File: src/rtl/toll_booth_controller.sv
// Single-lane toll controller: accumulates coin credit, drives the go/stop lights, times out the gate.
// Optional change return of excess credit is built when TOLL_CHANGE_RETURN_EN is defined.
module toll_booth_controller #(
    parameter int TOLL_CENTS = 35,
    parameter int CREDIT_W   = 8,
    parameter int GO_TIMEOUT = 1000
) (
    input  logic                Clk,
    input  logic                Reset_n,
    input  logic                Nickel1,
    input  logic                Nickel2,
    input  logic                Dime,
    input  logic                Quarter,
    input  logic                CarPresent,
    input  logic                CarPassed,
    output logic                LEDgo,
    output logic                LEDstop,
    output logic [CREDIT_W-1:0] Credit,
    output logic                ChangeNickel,
    output logic                Timeout
);

    // Sum is wide enough for a full register plus the largest single-cycle coin total (45).
    localparam int SUM_W   = ((CREDIT_W > 6) ? CREDIT_W : 6) + 1;
    localparam int TIMER_W = $clog2(GO_TIMEOUT + 1);

    localparam logic [SUM_W-1:0]    CREDIT_MAX = SUM_W'((1 << CREDIT_W) - 1);
    localparam logic [CREDIT_W-1:0] TOLL       = CREDIT_W'(TOLL_CENTS);
    localparam logic [TIMER_W-1:0]  TIMER_LAST = TIMER_W'(GO_TIMEOUT - 1);

    typedef enum logic [1:0] {
        S_IDLE    = 2'd0,
        S_COLLECT = 2'd1,
        S_GO      = 2'd2
`ifdef TOLL_CHANGE_RETURN_EN
        , S_CHANGE = 2'd3
`endif
    } state_t;

    state_t               state_reg;
    logic                 led_go_reg;
    logic                 led_stop_reg;
    logic                 timeout_reg;
    logic [CREDIT_W-1:0]  credit_reg;
    logic [TIMER_W-1:0]   timer_reg;

    logic                 coin_accept;
    logic [3:0]           coin_vec;
    logic [5:0]           coin_term [4];
    logic [5:0]           coin_value;
    logic [SUM_W-1:0]     credit_sum;
    logic [CREDIT_W-1:0]  credit_next;
    logic                 toll_met;

    assign coin_accept = CarPresent && ((state_reg == S_IDLE) || (state_reg == S_COLLECT));
    assign coin_vec    = coin_accept ? {Quarter, Dime, Nickel2, Nickel1} : 4'b0000;

    genvar gi;
    generate
        for (gi = 0; gi < 4; gi++) begin : g_coin
            localparam logic [5:0] WEIGHT = (gi == 3) ? 6'd25 : ((gi == 2) ? 6'd10 : 6'd5);
            assign coin_term[gi] = coin_vec[gi] ? WEIGHT : 6'd0;
        end
    endgenerate

    always_comb begin
        coin_value = '0;
        for (int i = 0; i < 4; i++) begin
            coin_value = coin_value + coin_term[i];
        end
        credit_sum  = SUM_W'(credit_reg) + SUM_W'(coin_value);
        credit_next = (credit_sum > CREDIT_MAX) ? CREDIT_MAX[CREDIT_W-1:0]
                                                : credit_sum[CREDIT_W-1:0];
        toll_met    = (credit_next >= TOLL);
    end

`ifdef TOLL_CHANGE_RETURN_EN
    logic change_nickel_reg;
    assign ChangeNickel = change_nickel_reg;
`else
    assign ChangeNickel = 1'b0;
`endif

    always_ff @(posedge Clk) begin
        if (!Reset_n) begin
            state_reg    <= S_IDLE;
            led_go_reg   <= 1'b0;
            led_stop_reg <= 1'b1;
            timeout_reg  <= 1'b0;
            credit_reg   <= '0;
            timer_reg    <= '0;
`ifdef TOLL_CHANGE_RETURN_EN
            change_nickel_reg <= 1'b0;
`endif
        end else begin
            timeout_reg <= 1'b0;
`ifdef TOLL_CHANGE_RETURN_EN
            change_nickel_reg <= 1'b0;
`endif
            case (state_reg)
                S_IDLE: begin
                    if (CarPresent) begin
                        state_reg  <= S_COLLECT;
                        credit_reg <= credit_next;
                    end
                end
                S_COLLECT: begin
                    if (toll_met) begin
                        state_reg    <= S_GO;
                        credit_reg   <= credit_next - TOLL;
                        led_go_reg   <= 1'b1;
                        led_stop_reg <= 1'b0;
                        timer_reg    <= '0;
                    end else begin
                        credit_reg <= credit_next;
                        if (!CarPresent) begin
                            state_reg <= S_IDLE;
                        end
                    end
                end
                S_GO: begin
                    // Timeout and the closing edge coincide; a pass in that cycle wins.
                    if (CarPassed || (timer_reg == TIMER_LAST)) begin
                        led_go_reg   <= 1'b0;
                        led_stop_reg <= 1'b1;
                        timeout_reg  <= !CarPassed;
                        timer_reg    <= '0;
`ifdef TOLL_CHANGE_RETURN_EN
                        if (credit_reg != '0) begin
                            state_reg         <= S_CHANGE;
                            change_nickel_reg <= 1'b1;
                        end else begin
                            state_reg <= S_IDLE;
                        end
`else
                        state_reg  <= S_IDLE;
                        credit_reg <= '0;
`endif
                    end else begin
                        timer_reg <= timer_reg + TIMER_W'(1);
                    end
                end
`ifdef TOLL_CHANGE_RETURN_EN
                S_CHANGE: begin
                    // Debit on the edge closing each pulse cycle; floor at zero for non-multiple saturation.
                    if (change_nickel_reg) begin
                        if (credit_reg <= CREDIT_W'(5)) begin
                            credit_reg <= '0;
                            state_reg  <= S_IDLE;
                        end else begin
                            credit_reg <= credit_reg - CREDIT_W'(5);
                        end
                    end else begin
                        change_nickel_reg <= 1'b1;
                    end
                end
`endif
                default: begin
                    state_reg <= S_IDLE;
                end
            endcase
        end
    end

    assign LEDgo   = led_go_reg;
    assign LEDstop = led_stop_reg;
    assign Credit  = credit_reg;
    assign Timeout = timeout_reg;

endmodule
File: config.mk
export PLATFORM = sky130hd
export DESIGN_NAME = toll_booth_controller
export DESIGN_NICKNAME = d
export VERILOG_FILES = /design/src/rtl/toll_booth_controller.sv
export SDC_FILE = /design/constraint.sdc
export NUM_CORES = 1
export LEC_CHECK = 0
export ABC_AREA = 1
export CAP_MARGIN = 20
export CORE_MARGIN = 1.5
export CORE_UTILIZATION = 57
export DETAILED_ROUTE_END_ITERATION = 8
export PLACE_DENSITY = 0.77
export SETUP_SLACK_MARGIN = 0.1
export SLEW_MARGIN = 25
export SYNTH_ARGS = -nofsm -noshare
export SYNTH_HDL_FRONTEND = slang
export SYNTH_SLANG_ARGS = --single-unit
export TNS_END_PERCENT = 20
File: constraint.sdc
create_clock -name Clk -period 4.75 [get_ports Clk]
set_clock_uncertainty 0.2 [all_clocks]
set_input_delay 0.95 -clock Clk [delete_from_list [all_inputs] [get_ports Clk]]
set_output_delay 0.95 -clock Clk [all_outputs]
set_load 0.01 [all_outputs]
# [After elaboration in Yosys (flattened, before gate mapping)]
# Cells that the tools add are included.
[totals] out_inout_bits=12 register_bits=23 memories=0 latchBits=0 word_cells=57 romBits=0 ram_bits=0 in_bits=8
[classes] shift=0 n_bitwise=0 reduce_logical=12 muxes=24 addsub=6 n_div=0 n_mul=0 n_eq_ne=7 n_lt_le_gt_ge=2
[op_table] op="$mux W8" n=4
[op_table] op="$pmux W8 S3" n=1
[op_table] op="$mux W10" n=2
[op_table] op="$pmux W10 S2" n=1
[op_table] op="$reduce_and A3 Y1" n=4
[op_table] op="$add A10 B1 Y10 const B" n=1
[op_table] op="$eq A10 B10 Y1 const B" n=1
[op_table] op="$add A8 B6 Y9" n=1
[op_table] op="$gt A9 B8 Y1 const B" n=1
[op_table] op="$ge A8 B6 Y1 const B" n=1
[op_table] op="$mux W2" n=4
[op_table] op="$mux W4" n=2
[op_table] op="$sub A8 B6 Y8 const B" n=1
[op_table] op="$add A5 B5 Y6" n=1
[op_table] op="$mux W3" n=2
[op_table] op="$ne A2 B2 Y1 const B" n=3
[op_table] op="$pmux W2 S3" n=1
[op_table] op="$add A4 B4 Y5" n=1
[op_table] op="$mux W5" n=1
[op_table] op="$add A3 B3 Y4" n=1
[op_table] op="$mux W1" n=4
[op_table] op="$pmux W1 S2" n=2
[op_table] op="$ne A3 B3 Y1 const B" n=1
[op_table] op="$reduce_bool A3 Y1" n=1
[op_table] op="other kinds (8)" n=9

# [Depth between registers and ports, before layout]
[logic_depth] ltp_word=14 mapped_depth=27 mapped_depth_nobuf=27

# [Worst setup path before layout]
# No wires, ideal clock.
[synth_path] path_type="input -> register" startpoint="in CarPresent" endpoint="reg led_stop_reg, in the netlist LEDstop" path_slack_ns=0.448 required_ns=4.434 path_buffers=0 path_stages=24 t_arrival_ns=3.985 setup_time_ns=0.116 path_cell_list="inv_1 > nor2_1 > nand2_1 > xor2_1 > inv_1 > ha_1 > ha_1 > fa_1 > nand2_1 > nand2_1 > nand3_2 > nand2_2 > or2_2 > ha_1 > nor2_1 > nand2_1 > nand2_2 > nand3_4 > nand2_4 > nand2_4 > nand2_4 > nand2_4 > o21ai_1 > nand2_1"
[synth_between] elab_chain_cells=12 word_cells_on_any_way=15 classes_between="4 x add/sub; 2 x order compare; 1 x eq/ne; 6 x mux; 2 x reduce/logical"
[synth_lines] item="from (decl)" line="14" source="input logic CarPresent,"
[synth_lines] item="$logic_and A1 B1 Y1 (*)" line="55" source="assign coin_accept = CarPresent && ((state_reg == S_IDLE) || (state_reg == S_COLLECT));"
[synth_lines] item="$mux W4 (*)" line="56" source="assign coin_vec = coin_accept ? {Quarter, Dime, Nickel2, Nickel1} : 4'b0000;"
[synth_lines] item="$mux W3" line="62" source="assign coin_term[gi] = coin_vec[gi] ? WEIGHT : 6'd0;"
[synth_lines] item="$add A3 B3 Y4" line="69" source="coin_value = coin_value + coin_term[i];"
[synth_lines] item="$add A4 B4 Y5" line="69"
[synth_lines] item="$add A5 B5 Y6 (*)" line="69"
[synth_lines] item="$add A8 B6 Y9 (*)" line="71" source="credit_sum = SUM_W'(credit_reg) + SUM_W'(coin_value);"
[synth_lines] item="$gt A9 B8 Y1" line="72" source="credit_next = (credit_sum > CREDIT_MAX) ? CREDIT_MAX[CREDIT_W-1:0]"
[synth_lines] item="$mux W8 (*)" line="72"
[synth_lines] item="$ge A8 B6 Y1 (*)" line="74" source="toll_met = (credit_next >= TOLL);"
[synth_lines] item="$ne A2 B2 Y1 (no source line) (*)"
[synth_lines] item="$reduce_and A3 Y1 (no source line) (*)"
[synth_lines] item="to (signal assigned)" line="88" source="led_stop_reg <= 1'b1;"
[synth_lines] item="to (signal assigned)" line="112" source="led_stop_reg <= 1'b0;"
[synth_lines] item="to (signal assigned)" line="125" source="led_stop_reg <= 1'b1;"
[synth_lines] item="to (decl)" line="42" source="logic led_stop_reg;"
# Mark *: on every way between the ends. The rest lies on a longest branch, timed or not.
# A chain may end at the register's enable or synchronous reset.

# [Worst setup path in the final report]
[layout_path] startpoint="in CarPresent" endpoint="reg timer_reg[2]"
[layout_between] elab_chain_cells=12 word_cells_on_any_way=15 classes_between="4 x add/sub; 2 x order compare; 1 x eq/ne; 6 x mux; 2 x reduce/logical"
[layout_lines] item="$logic_and A1 B1 Y1 (*)" line="55"
[layout_lines] item="$mux W4 (*)" line="56"
[layout_lines] item="$mux W3" line="62"
[layout_lines] item="$add A3 B3 Y4" line="69"
[layout_lines] item="$add A4 B4 Y5" line="69"
[layout_lines] item="$add A5 B5 Y6 (*)" line="69"
[layout_lines] item="$add A8 B6 Y9 (*)" line="71"
[layout_lines] item="$gt A9 B8 Y1" line="72"
[layout_lines] item="$mux W8 (*)" line="72"
[layout_lines] item="$ge A8 B6 Y1 (*)" line="74"
[layout_lines] item="$ne A2 B2 Y1 (no source line) (*)"
[layout_lines] item="$reduce_and A2 Y1 (no source line) (*)"
[layout_lines] item="to (signal assigned)" line="140" source="timer_reg <= timer_reg + TIMER_W'(1);"
[layout_lines] item="to (decl)" line="45" source="logic [TIMER_W-1:0] timer_reg;"
# Marks and branches as above.

==> results.toml <==
[outcome]
status = "complete, no violations"

[sta]
slew_violations = 0
hold_ws_ps = 269
finalHoldViolCount = 0
rsz0062_at_grt = "false"
setup_viol_count_final = 0
period_minus_slack_ps = 4390
worstMarginPinSlew_ps = 555
max_slew_margin_pct = 62.7
tns_ps = 0
final.period_utilization_pct = 92.5
fin_ws_ps = 356
max_clock_freq_ghz = 0.228

[synth]
async_flop_share_pct = 0
ys.flop_type = "dfxtp_1"
post-synth-top-area-fraction_pct = 22.8
synthesis.nets = 326
synth_warnings = 0
ys_seq_area_share_pct = 22.8
synth_cells = 300
synth_area_leaders = "dfxtp_1 (23%), nand2_1 (14%), ha_1 (9.9%)"
synth_cell_types = 36
synth.largest_area_cell = "dfxtp_1"
syn_area_sq_mm = 0.00202
synth_edf_count = 0
ys_seq_elements = 23
synth.avg_cell_area_sq_um = 6.72
synthTopCellsByCount = "nand2_1 (76), inv_1 (39), nand3_1 (29), a21oi_1 (26), dfxtp_1 (23)"
yosysMostFrequentCell = "nand2_1"

[cells_and_area]
largest_register_ffs = 10
diodes = 0
fin_area_sq_mm = 0.00240
utilization_pct = 71.4
area_growth_pct = 19.1
final_layout_size_suffix_gt1_share_pct = 15.6
finalNetCount = 361

[setup_path]
critPathLaunchType = "primary input"
cp.required_ps = 4810
slowest_delay_ps = 480
worstSetupEndpointType = "flop"
slowest_stage = "clkdlybuf4s50_1"
crit_path_frequent_cell = "nand2_1"
path_max_fanout = 8
reg2reg_depth = 26
critical_path_class = "primary input to flop"
worst-endpoint-arrival_ps = 4450

[clock_tree]
clk_pin_slew_ps = 130
cts_tree = "done"
cts.path.max_buffers = 2
cts_setup_buffers = 0
cts_made_buffers = 3
clk_latency_ps = 310
ctsRootBufferMaster = "clkbuf_4"
htreeDepth = 1
cts_num_sinks = 23

[floorplan]
fp.coreArea_sq_mm = 0.00336
dieArea_sq_mm = 0.00390
start_util_pct = 59.9
die_w_um = 62.5
rows = 21
ios = 20
die_y_um = 62.5

[placed_design]
place_hpwl_um = 3740
pre_cts_ws_ps = -163
gp_congestion = 0.874
io_buffer_count = 18
dpl_cell_area_sq_mm = 0.00236

[routing]
first_pass_iters = 4
drc = 0
drt_iter0_markers = 155
totalWireLength_um = 4670
via_per_inst = 5.26
antenna_left = 0
wire_per_inst_um = 12.3
route.vias.total = 1999

[min_path]
hp-class = "flop to flop"
hold_depth = 2

[pwr]
p_leak_nw = 1.07
vdd_drop_max_v = 0.000336
swShare_pct = 49.5
power_density_mw_per_mm2 = 567
seq_power_share_pct = 21.1
power_frac_clock_pct = 6.8
p_sw_mw = 0.673
internal-power_mw = 0.688
combPwrFrac_pct = 72.1

[grt]
grt-ovfl-total = 0
grt_max_degree = 15
grt_pass1_vias = 1961
track_usage_pct = 25.6
antenna_found_initial = 0
grt_pass1_wl_um = 8360

[run]
max-cap-violations = 0
==> final cells by class <==
type	instances	area [sq um]
clock buffers	3	22.5
clock inverters	1	5.00
fillers	315	963
inverters	40	153
multi-input cells	232	1380
flip-flops and latches	23	460
well taps	46	57.6
repair buffers	35	320
==> critical path, delay by kind of cell <==
kind	cells	cell delay (ps)
compound gates	1	120
xor+xnor	1	140
fa+ha+maj	4	1020
buf+inv	4	770
simple gates	15	1450
==> metal layers <==
layer	up-vias	part of all wire (%)	global-route usage [%]
li1	1051	-	-
met4	0	0.98	5.83
met3	4	4.2	4.50
met2	46	41	39.4
met5	-	0	0
met1	898	53	37.3
==> placed cells by master, fill, tap and decap left out, types with 3 or more instances in the layout <==
master and count:
xor2_1 5, nand3_1 29, nand3b_1 3, xnor2_1 4, nor2_1 14, nor3_1 9
a21oi_2 4, nand2_1 76, dfxtp_1 23, inv_1 39, nand4_1 8, nand2_4 5
buf_4 16, a21oi_1 26, nand3_2 4, clkbuf_4 3, ha_1 15, clkdlybuf4s50_1 18
nand2_2 6
==> metrics by stage <==
step | std cells | power, mW
floorplan | 300 | 0.953
global placement | 376 | 1.24
detailed placement | 376 | 1.25
CTS | 380 | 1.35
global route | 380 | 1.50
finish | 380 | 1.36
==> what timing repair did <==
action / in CTS / in global routing
hold buffers: 0 / 0
gates resized for setup: 0 / 5
setup endpoints to repair: 0 / 22
==> power groups by stage <==
stage	clock network, mW	logic (mW)	registers [mW]
global placement	0	0.946	0.290
detailed placement	0	0.960	0.291
finish	0.0932	0.981	0.287
floorplan	0	0.660	0.293
global route	0.106	1.10	0.292
CTS	0.0953	0.965	0.287
==> logic make-up (layout without fill, tap and decap cells) <==
logic type,count (synthesis),in the layout,share of synthesized area (%)
buffers and inverters,45,79,9.44
other,1,1,0.186
DFF,23,23,22.8
and+or+nand+nor,165,165,40.5
adders and majority gates,18,18,11.9
xor gates and xnor gates,9,9,3.91
AOI/OAI and AO/OA,39,39,11.2
==> path summary, 6_finish.rpt <==
| kind | startpoint | to | slack, ps |
|---|---|---|---|
| max | CarPresent | timer_reg[2] | 360 |
| min | LEDstop | LEDstop | 270 |
| max reg2reg | state_reg[0] | timer_reg[2] | 620 |
| min reg2reg | LEDstop | LEDstop | 270 |
Note: power is estimated with default switching activity, not from simulation.
